==> config.mk <==
export PLATFORM = sky130hd
export DESIGN_NAME = abs_diff_err_sweep
export DESIGN_NICKNAME = d
export VERILOG_FILES = /design/src/rtl/abs_diff_err_sweep.sv
export SDC_FILE = /design/constraint.sdc
export NUM_CORES = 1
export LEC_CHECK = 0
export BUFFER_PORTS_ARGS = -buffer_cell sky130_fd_sc_hd__buf_2
export CAP_MARGIN = 20
export CORE_ASPECT_RATIO = 0.8
export CORE_MARGIN = 4
export CORE_UTILIZATION = 58
export CTS_CLUSTER_DIAMETER = 80
export DETAILED_ROUTE_END_ITERATION = 12
export HOLD_SLACK_MARGIN = 0.15
export MAX_ROUTING_LAYER = met4
export PLACE_DENSITY = 0.81
export RECOVER_POWER = 100
export SETUP_SLACK_MARGIN = 0.3
export SKIP_CTS_REPAIR_TIMING = 1
export SKIP_LAST_GASP = 1
export SLEW_MARGIN = 30
export SYNTH_ARGS = -nofsm -noshare
export SYNTH_HDL_FRONTEND = slang
export SYNTH_SLANG_ARGS = --single-unit
==> constraint.sdc <==
create_clock -name clk -period 4.31 [get_ports clk]
set_input_delay 0.2155 -clock clk [delete_from_list [all_inputs] [get_ports clk]]
set_output_delay 0.2155 -clock clk [all_outputs]
set_load 0.02 [all_outputs]
==> src/rtl/abs_diff_err_sweep.sv <==
// Exhaustive error sweep for an external combinational approximate |a-b| circuit.
// Latency: 2^(2*OP_W)+1 cycles from the start edge to the done pulse (4097 for OP_W=6).
// Backpressure: none. start is ignored while busy; the external DUT must respond in the same cycle.
module abs_diff_err_sweep #(
  parameter int OP_W  = 6,
  parameter int CNT_W = 13,
  parameter int SUM_W = 18
) (
  input  logic                clk,
  input  logic                rst,
  input  logic                start,
  output logic [2*OP_W-1:0]   dut_pi,
  input  logic [OP_W-1:0]     dut_po,
  output logic                busy,
  output logic                done,
  output logic [CNT_W-1:0]    err_count,
  output logic [SUM_W-1:0]    err_sum,
  output logic [OP_W-1:0]     max_err,
  output logic [2*OP_W-1:0]   wce_vec
);

  localparam int VEC_W = 2 * OP_W;

  typedef enum logic [1:0] {
    S_IDLE  = 2'd0,
    S_SWEEP = 2'd1,
    S_DRAIN = 2'd2,
    S_DONE  = 2'd3
  } state_t;

  state_t            r_state;
  state_t            w_state_nxt;
  logic              w_accept;   // start taken this edge: clear results, begin at vector 0
  logic              w_sweep;    // sample the current vector into stage 1
  logic              w_last;     // current vector is the final one, hold dut_pi
  logic              w_drain;    // final sample is being accumulated

  logic [VEC_W-1:0]  r_dut_pi;
  logic              r_busy;
  logic              r_done;

  logic              r_s1_vld;
  logic [OP_W-1:0]   r_s1_err;
  logic [VEC_W-1:0]  r_s1_vec;

  logic [CNT_W-1:0]  r_err_count;
  logic [SUM_W-1:0]  r_err_sum;
  logic [OP_W-1:0]   r_max_err;
  logic [VEC_W-1:0]  r_wce_vec;

  logic [OP_W-1:0]   w_a;
  logic [OP_W-1:0]   w_b;
  logic [OP_W-1:0]   w_exact;
  logic [OP_W-1:0]   w_err;

  // Exact |a-b| of the current vector and its distance from the DUT answer.
  always_comb begin
    w_a     = r_dut_pi[OP_W-1:0];
    w_b     = r_dut_pi[VEC_W-1:OP_W];
    w_exact = (w_a >= w_b) ? (w_a - w_b) : (w_b - w_a);
    w_err   = (w_exact >= dut_po) ? (w_exact - dut_po) : (dut_po - w_exact);
  end

  // Sequencer state register.
  always_ff @(posedge clk or posedge rst) begin
    if (rst) r_state <= S_IDLE;
    else     r_state <= w_state_nxt;
  end

  // Next-state and per-edge control strobes; DONE accepts start exactly like IDLE.
  always_comb begin
    w_state_nxt = r_state;
    w_accept    = 1'b0;
    w_sweep     = 1'b0;
    w_last      = 1'b0;
    w_drain     = 1'b0;
    case (r_state)
      S_IDLE, S_DONE: begin
        if (start) begin
          w_accept    = 1'b1;
          w_state_nxt = S_SWEEP;
        end
      end
      S_SWEEP: begin
        w_sweep = 1'b1;
        if (r_dut_pi == {VEC_W{1'b1}}) begin
          w_last      = 1'b1;
          w_state_nxt = S_DRAIN;
        end
      end
      S_DRAIN: begin
        w_drain     = 1'b1;
        w_state_nxt = S_DONE;
      end
      default: w_state_nxt = S_IDLE;
    endcase
  end

  // Vector counter, busy flag and the single-cycle done pulse.
  always_ff @(posedge clk or posedge rst) begin
    if (rst) begin
      r_dut_pi <= '0;
      r_busy   <= 1'b0;
      r_done   <= 1'b0;
    end else begin
      r_done <= w_drain;
      if (w_accept) begin
        r_dut_pi <= '0;
        r_busy   <= 1'b1;
      end else if (w_sweep && !w_last) begin
        r_dut_pi <= r_dut_pi + 1'b1;
      end
      if (w_drain) r_busy <= 1'b0;
    end
  end

  // Stage 1: capture the per-vector error alongside the vector that produced it.
  always_ff @(posedge clk or posedge rst) begin
    if (rst) begin
      r_s1_vld <= 1'b0;
      r_s1_err <= '0;
      r_s1_vec <= '0;
    end else if (w_sweep) begin
      r_s1_vld <= 1'b1;
      r_s1_err <= w_err;
      r_s1_vec <= r_dut_pi;
    end else begin
      r_s1_vld <= 1'b0;
    end
  end

  // Stage 2: accumulate metrics; strict compare keeps the earliest worst-case vector.
  always_ff @(posedge clk or posedge rst) begin
    if (rst) begin
      r_err_count <= '0;
      r_err_sum   <= '0;
      r_max_err   <= '0;
      r_wce_vec   <= '0;
    end else if (w_accept) begin
      r_err_count <= '0;
      r_err_sum   <= '0;
      r_max_err   <= '0;
      r_wce_vec   <= '0;
    end else if (r_s1_vld) begin
      r_err_sum   <= r_err_sum + {{(SUM_W-OP_W){1'b0}}, r_s1_err};
      r_err_count <= r_err_count + {{(CNT_W-1){1'b0}}, (r_s1_err != '0)};
      if (r_s1_err > r_max_err) begin
        r_max_err <= r_s1_err;
        r_wce_vec <= r_s1_vec;
      end
    end
  end

  assign dut_pi    = r_dut_pi;
  assign busy      = r_busy;
  assign done      = r_done;
  assign err_count = r_err_count;
  assign err_sum   = r_err_sum;
  assign max_err   = r_max_err;
  assign wce_vec   = r_wce_vec;

endmodule

==> metrics.txt, run 1 <==
Hold Crit Class input port to flop; Req. time, crit path 4.49 ns; DP HPWL 8662 µm; vias in the first global route 4052; Synth Register Bits 84; distinct cell type count after synthesis 53; Iteration-0 DRC Markers 313; Yosys top cell area share 41.21%; Row Count 30; Critical path origin dut_pi[0]; Hold Crit Start start; Worst R2R Start dut_pi[0]; most common cell in the netlist dfrtp_1; Met3 Wirelength 621 µm; die area 10370 µm²; failing checks max-capacitance violations, max-slew violations; via count 4140; Num CTS Buffers 9; Via density 5.758; Chip Height 91.88 µm; final net count 657; ys async rst share 100.0%; leakage 2.475 nW; critical path arrival 4.09 ns; gr usage total 24.11%; Worst-path clk slew 0.08 ns; max incr delay on CP 0.45 ns; M1 wire length 5415 µm; Max Slew Vio Count 135; die width 112.9 µm; Area Growth Syn to Fin 9.934%; # diodes 0; Cells after Synth 538; CP Max Fanout 7; largest area contributor in the netlist dfrtp_1; Tmin final 3.914 ns; Worst setup SP type flop; Post-DRT Antenna Nets 0; Yosys Warn Count 0; per-cell routed wire length 16.70 µm; filler instances 752; Main synth FF type dfrtp_1; top cells by area, synth dfrtp_1 41%, ha_1 9.8%, nand3_1 3.5%, inv_1 3.5%, nand2_1 3.5%; crit path cell chain inv_1, ha_1, inv_1, fa_1, nand3_1, nand2_1, o221ai_2, mux2i_1, xnor2_1, ha_1, and3_1, a31o_2, nor2_1, mux2i_1, a21oi_1; Setup violations, final 0; Clock Tree Buf Depth 2; max-cap violation count 4; Root Buffer clkbuf_8; Peak Freq 0.2555 GHz; CTS HTree Levels 3; largest net degree at the start of global routing 44; Pwr Density 602.1 nW/µm²; Synth Area per Inst 9.482 µm²; Worst slew margin -41.06%; Initial Util 59.87%; Clock Skews 0.007931 ns; I/O pins 72; Least-Margin Pin Slew 2.116 ns; Hold Violations, Final 0; First-pass DRT Iterations 4; routed wl met2 5794 µm; share of cells above drive strength 1 7.578%; worst setup path category flop to flop; core area 8521 µm²; RSZ-0062 raised after global routing false; clock sink total 84; DR DRC count 0; register area share after synthesis 41.21%; TritonCTS clock tree done; period utilisation layout 90.80%; top sig layer met4; Post-synth EDFFs 0; Overflow after GRT 0; clk_lat worst skew 0.36 ns; DRT Wirelength 12010 µm; Port Buffers 71; GP Congestion 0.9446; global-route wire length before repair 19550 µm; critical path's slowest cell dfrtp_1; maximum VDD drop 0.0004360 V; Post-synth top cells 84 x dfrtp_1, 47 x inv_1, 47 x nand2_1; hold_ws 0.1811 ns; number of antenna violations at the first check in global routing 0; post-route setup TNS 0 ns; Synth Cell Area 5101 µm²; Worst Setup End Kind flop; syn_nets 592; status finished with violations
## final timing paths
path                          endpoint  slack, ns  cells past startpoint
min reg2reg                       busy       0.50                      2
max reg2reg                r_s1_err[1]       0.40                     15
max in group asynchronous  r_s1_err[4]       1.71                      4
min                         r_state[1]       0.18                      4
max                        r_s1_err[1]       0.40                     15
min in group asynchronous   wce_vec[1]       0.88                      3
## cell families after synthesis
logic type	Yosys count	synth area share, %
fa+ha+maj	45	11.77
flops	84	41.21
mux	24	5.004
simple gates	176	16.78
buf+inv	69	5.249
compound gates	107	14.32
xor+xnor	33	5.666
## registers in the layout (all words and copies together), names as in the netlist
name and count:
max_err 6, done 1, r_s1_vld 1, busy 1, r_state 2, dut_pi 12
r_s1_vec 12, wce_vec 12, r_s1_err 6, err_count 13, err_sum 18
## metal layers
metal  track usage, %  up-vias
met5                -        -
met4            7.207        0
met3            6.201       17
met2            38.86      114
met1            30.12     2010
li1                 -     1999
## power breakdown
| part | leakage, nW | internal (mW) | total (mW) | switching, mW |
|---|---|---|---|---|
| logic | 1.26 | 0.620 | 1.72 | 1.10 |
| clock network | 0.0894 | 0.265 | 0.543 | 0.277 |
| registers | 1.13 | 0.936 | 1.11 | 0.179 |
## critical path, delay by kind of cell (launching register included)
kind | cells | cell delay, ns
buf+inv | 2 | 0.19
compound gates | 3 | 0.78
mux | 2 | 0.62
fa+ha+maj | 3 | 0.87
simple gates | 4 | 0.66
flops | 1 | 0.45
xor+xnor | 1 | 0.17
## stage by stage
step / std cells / power (mW) / util (%) / area (µm²) / worst slack (ns)
floorplan: 538 / 2.430 / - / 5101 / 0.7811
global placement: 703 / 2.816 / 64.98 / 5537 / 0.6974
detailed placement: 703 / 2.878 / 64.98 / 5537 / 0.5086
CTS: 718 / 3.433 / 67.12 / 5719 / 0.4897
global route: 719 / 3.643 / 65.82 / 5608 / 0.1803
finish: 719 / 3.376 / 65.82 / 5608 / 0.3965
## layout by cell type, fill, tap and decap left out, types with 2 or more instances in the layout
cell type and count:
a2111o_1 5, a211oi_1 2, a21o_1 9, a21oi_1 25, a221oi_1 2, a31o_2 3, a31oi_1 4, and2_1 2
and3_1 3, buf_2 8, clkbuf_1 67, clkbuf_8 9, dfrtp_1 84, fa_1 5, ha_1 40, inv_1 46
mux2_2 12, mux2i_1 12, nand2_1 47, nand2b_1 2, nand3_1 37, nand3b_1 3, nand4_1 12, nor2_1 43
nor2b_1 5, nor3_1 5, nor4_1 5, o2111ai_1 3, o211ai_1 3, o21a_1 4, o21ai_0 32, o31ai_1 5
or3_1 4, xnor2_1 14, xor2_1 19
## layout make-up
cell class                      instances  area (µm²)  area share (%)
Timing Repair Buffer                   76       306.5           5.466
Tap cell                              112       140.1           2.499
Clock inverter                          4       51.30          0.9148
Inverter                               47       177.7           3.168
Multi-Input combinational cell        385        2699           48.13
Sequential cell                        84        2102           37.48
Clock buffer                           11       131.4           2.343
Power figures use the tool's default switching activity.
==> run 2, diff against run 1 <==
BUFFER_PORTS_ARGS = -buffer_cell sky130_fd_sc_hd__buf_4   (was -buffer_cell sky130_fd_sc_hd__buf_2)
==> run 2 against run 1 <==
  * The flow still finishes with violations (max-capacitance violations, max-slew violations)
  * Non-clock buffer count stayed put
  * Utilization increased by 0.73 points
  * Combinational power barely moved
  * Hold slack worse by 0.027 ns
  * Die area unchanged
  * Critical path depth is the same
  * Maximum frequency up 5.3%
  * First-iteration DRC count down 17%
  * Global-route usage fell by 0.078 points
  * Count of clock-buffer cells in the layout is 1 higher
  * Flip-flop and latch count did not move
  * Critical path type unchanged
  * Largest cell class unchanged
==> metrics.txt, run 2 (same netlist as run 1, synthesis figures left out) <==
via count 4143; Worst slew margin -53.13%; Iteration-0 DRC Markers 261; Max Slew Vio Count 141; clk_lat worst skew 0.36 ns; global-route wire length before repair 19730 µm; commonest non-fill, non-tap cells in the layout 84 x dfrtp_1, 66 x clkbuf_1, 47 x nand2_1; Area Growth Syn to Fin 11.16%; leakage 2.497 nW; post-route setup TNS 0 ns; Root Buffer clkbuf_8; core area 8521 µm²; Setup violations, final 0; die area 10370 µm²; max incr delay on CP 0.45 ns; Port Buffers 71; Req. time, crit path 4.55 ns; share of cells above drive strength 1 7.895%; First-pass DRT Iterations 5; Overflow after GRT 0; clock sink total 84; Pwr Density 602.4 nW/µm²; Hold Crit Start start; Hold Crit Class input port to flop; Chip Height 91.88 µm; GR Layer Usage met2 37.48%; Worst Setup End Kind flop; maximum VDD drop 0.0005905 V; gr usage total 24.03%; RSZ-0062 raised after global routing false; Int Power 1.863 mW; Worst-path clk slew 0.09 ns; FF-to-FF End r_s1_err[2]; CP bufs+invs 2; CTS HTree Levels 3; switching power of the nets 1.552 mW; final net count 657; TritonCTS clock tree done; Tmin final 3.716 ns; area post-placement 5714 µm²; max reg flops 18; DR DRC count 0; CP top delay family compound AO/OA/AOI/OAI gates; failing checks max-capacitance violations, max-slew violations; Row Count 30; sw frac 45.44%; Hold Violations, Final 0; Clk network pwr share 17.5%; vias in the first global route 3980; met1 Use GR 31.89%; status finished with violations; GP Congestion 0.9660; die width 112.9 µm; commonest non-fill, non-tap cell in the layout dfrtp_1; Worst setup SP type flop; Num CTS Buffers 9; worst setup path category flop to flop; Peak Freq 0.2691 GHz; Least-Margin Pin Slew 2.297 ns; Reg power frac 32.7%; Post-DRT Antenna Nets 0; number of antenna violations at the first check in global routing 0; Min-Delay Endpoint r_state[1]; max-cap violation count 4; critical path arrival 3.96 ns; Initial Util 59.87%; hold-critical path depth 4; period utilisation layout 86.22%; largest net degree at the start of global routing 51; # diodes 0; DP HPWL 8522 µm; per-cell routed wire length 16.19 µm; Clock Tree Buf Depth 2; I/O pins 72; met3 Usage GRT 6.201%; reg2reg path depth 15; crit path cell chain inv_1, ha_1, inv_1, fa_1, nand3_1, nand2_1, o221ai_4, mux2i_1, xnor2_1, ha_1, and3_1, a31o_1, o21ai_0, nand3_1, a31o_2; worst reg2reg setup slack 0.59 ns; Worst R2R Start dut_pi[0]; Clock Skews 0.01069 ns; DRT Wirelength 11660 µm; Combinational Power Share 49.9%; filler instances 743; CP Max Fanout 7; Most Used Layer, Global Route met2; critical path's slowest cell dfrtp_1; Via density 5.754; cell area after layout 5670 µm²
run 2: stage by stage:
step	hold slack [ns]	worst slack, ns	total power [mW]	std cells	utilization [%]
finish	0.1543	0.5938	3.416	720	66.55
global route	0.1679	0.2979	3.702	720	66.55
CTS	-0.04666	0.5593	3.521	719	69.53
detailed placement	0.3511	0.5641	2.916	703	67.06
global placement	0.3419	0.6840	2.862	703	67.06
floorplan	0.3807	0.7811	2.430	538	-
run 2: area by class of cell:
| type | instances | area, µm² | share of cell area, % |
|---|---|---|---|
| Multi-Input combinational cell | 385 | 2714 | 47.86 |
| Sequential cell | 84 | 2102 | 37.07 |
| Timing Repair Buffer | 76 | 326.6 | 5.759 |
| Inverter | 47 | 177.7 | 3.133 |
| Clock buffer | 12 | 155.1 | 2.736 |
| Tap cell | 112 | 140.1 | 2.471 |
| Clock inverter | 4 | 55.05 | 0.9709 |
run 2: routing by layer:
metal  wire length [µm]  vias up
met5                  0        -
met4                153        0
met3                623       18
met2               5550      112
met1               5333     2010
li1                   -     2003
run 2: power groups by stage:
stage	clock [mW]	combinational, mW	sequential, mW
3_5_place_dp	0	1.79	1.13
6_report	0.596	1.70	1.12
5_1_grt	0.644	1.92	1.14
4_1_cts	0.609	1.80	1.12
3_3_place_gp	0	1.74	1.12
2_1_floorplan	0	1.26	1.17
run 2: how the worst max path moves through the flow:
stage	slack, ns	start	cells past startpoint	to
after floorplan	0.78	dut_pi[0]	13	r_s1_err[5]
after global routing	0.30	r_state[0]	7	dut_pi[11]
after global placement	0.68	dut_pi[0]	14	r_s1_err[2]
final	0.59	dut_pi[0]	15	r_s1_err[2]
after CTS	0.56	dut_pi[0]	15	r_s1_err[2]
after detailed placement	0.56	dut_pi[0]	15	r_s1_err[2]
run 2: tightest hold or removal path, stage by stage:
cell,delay [ns]
buf_4,0.09
nand2_1,0.04
nand2_1,0.05
o21ai_0,0.07
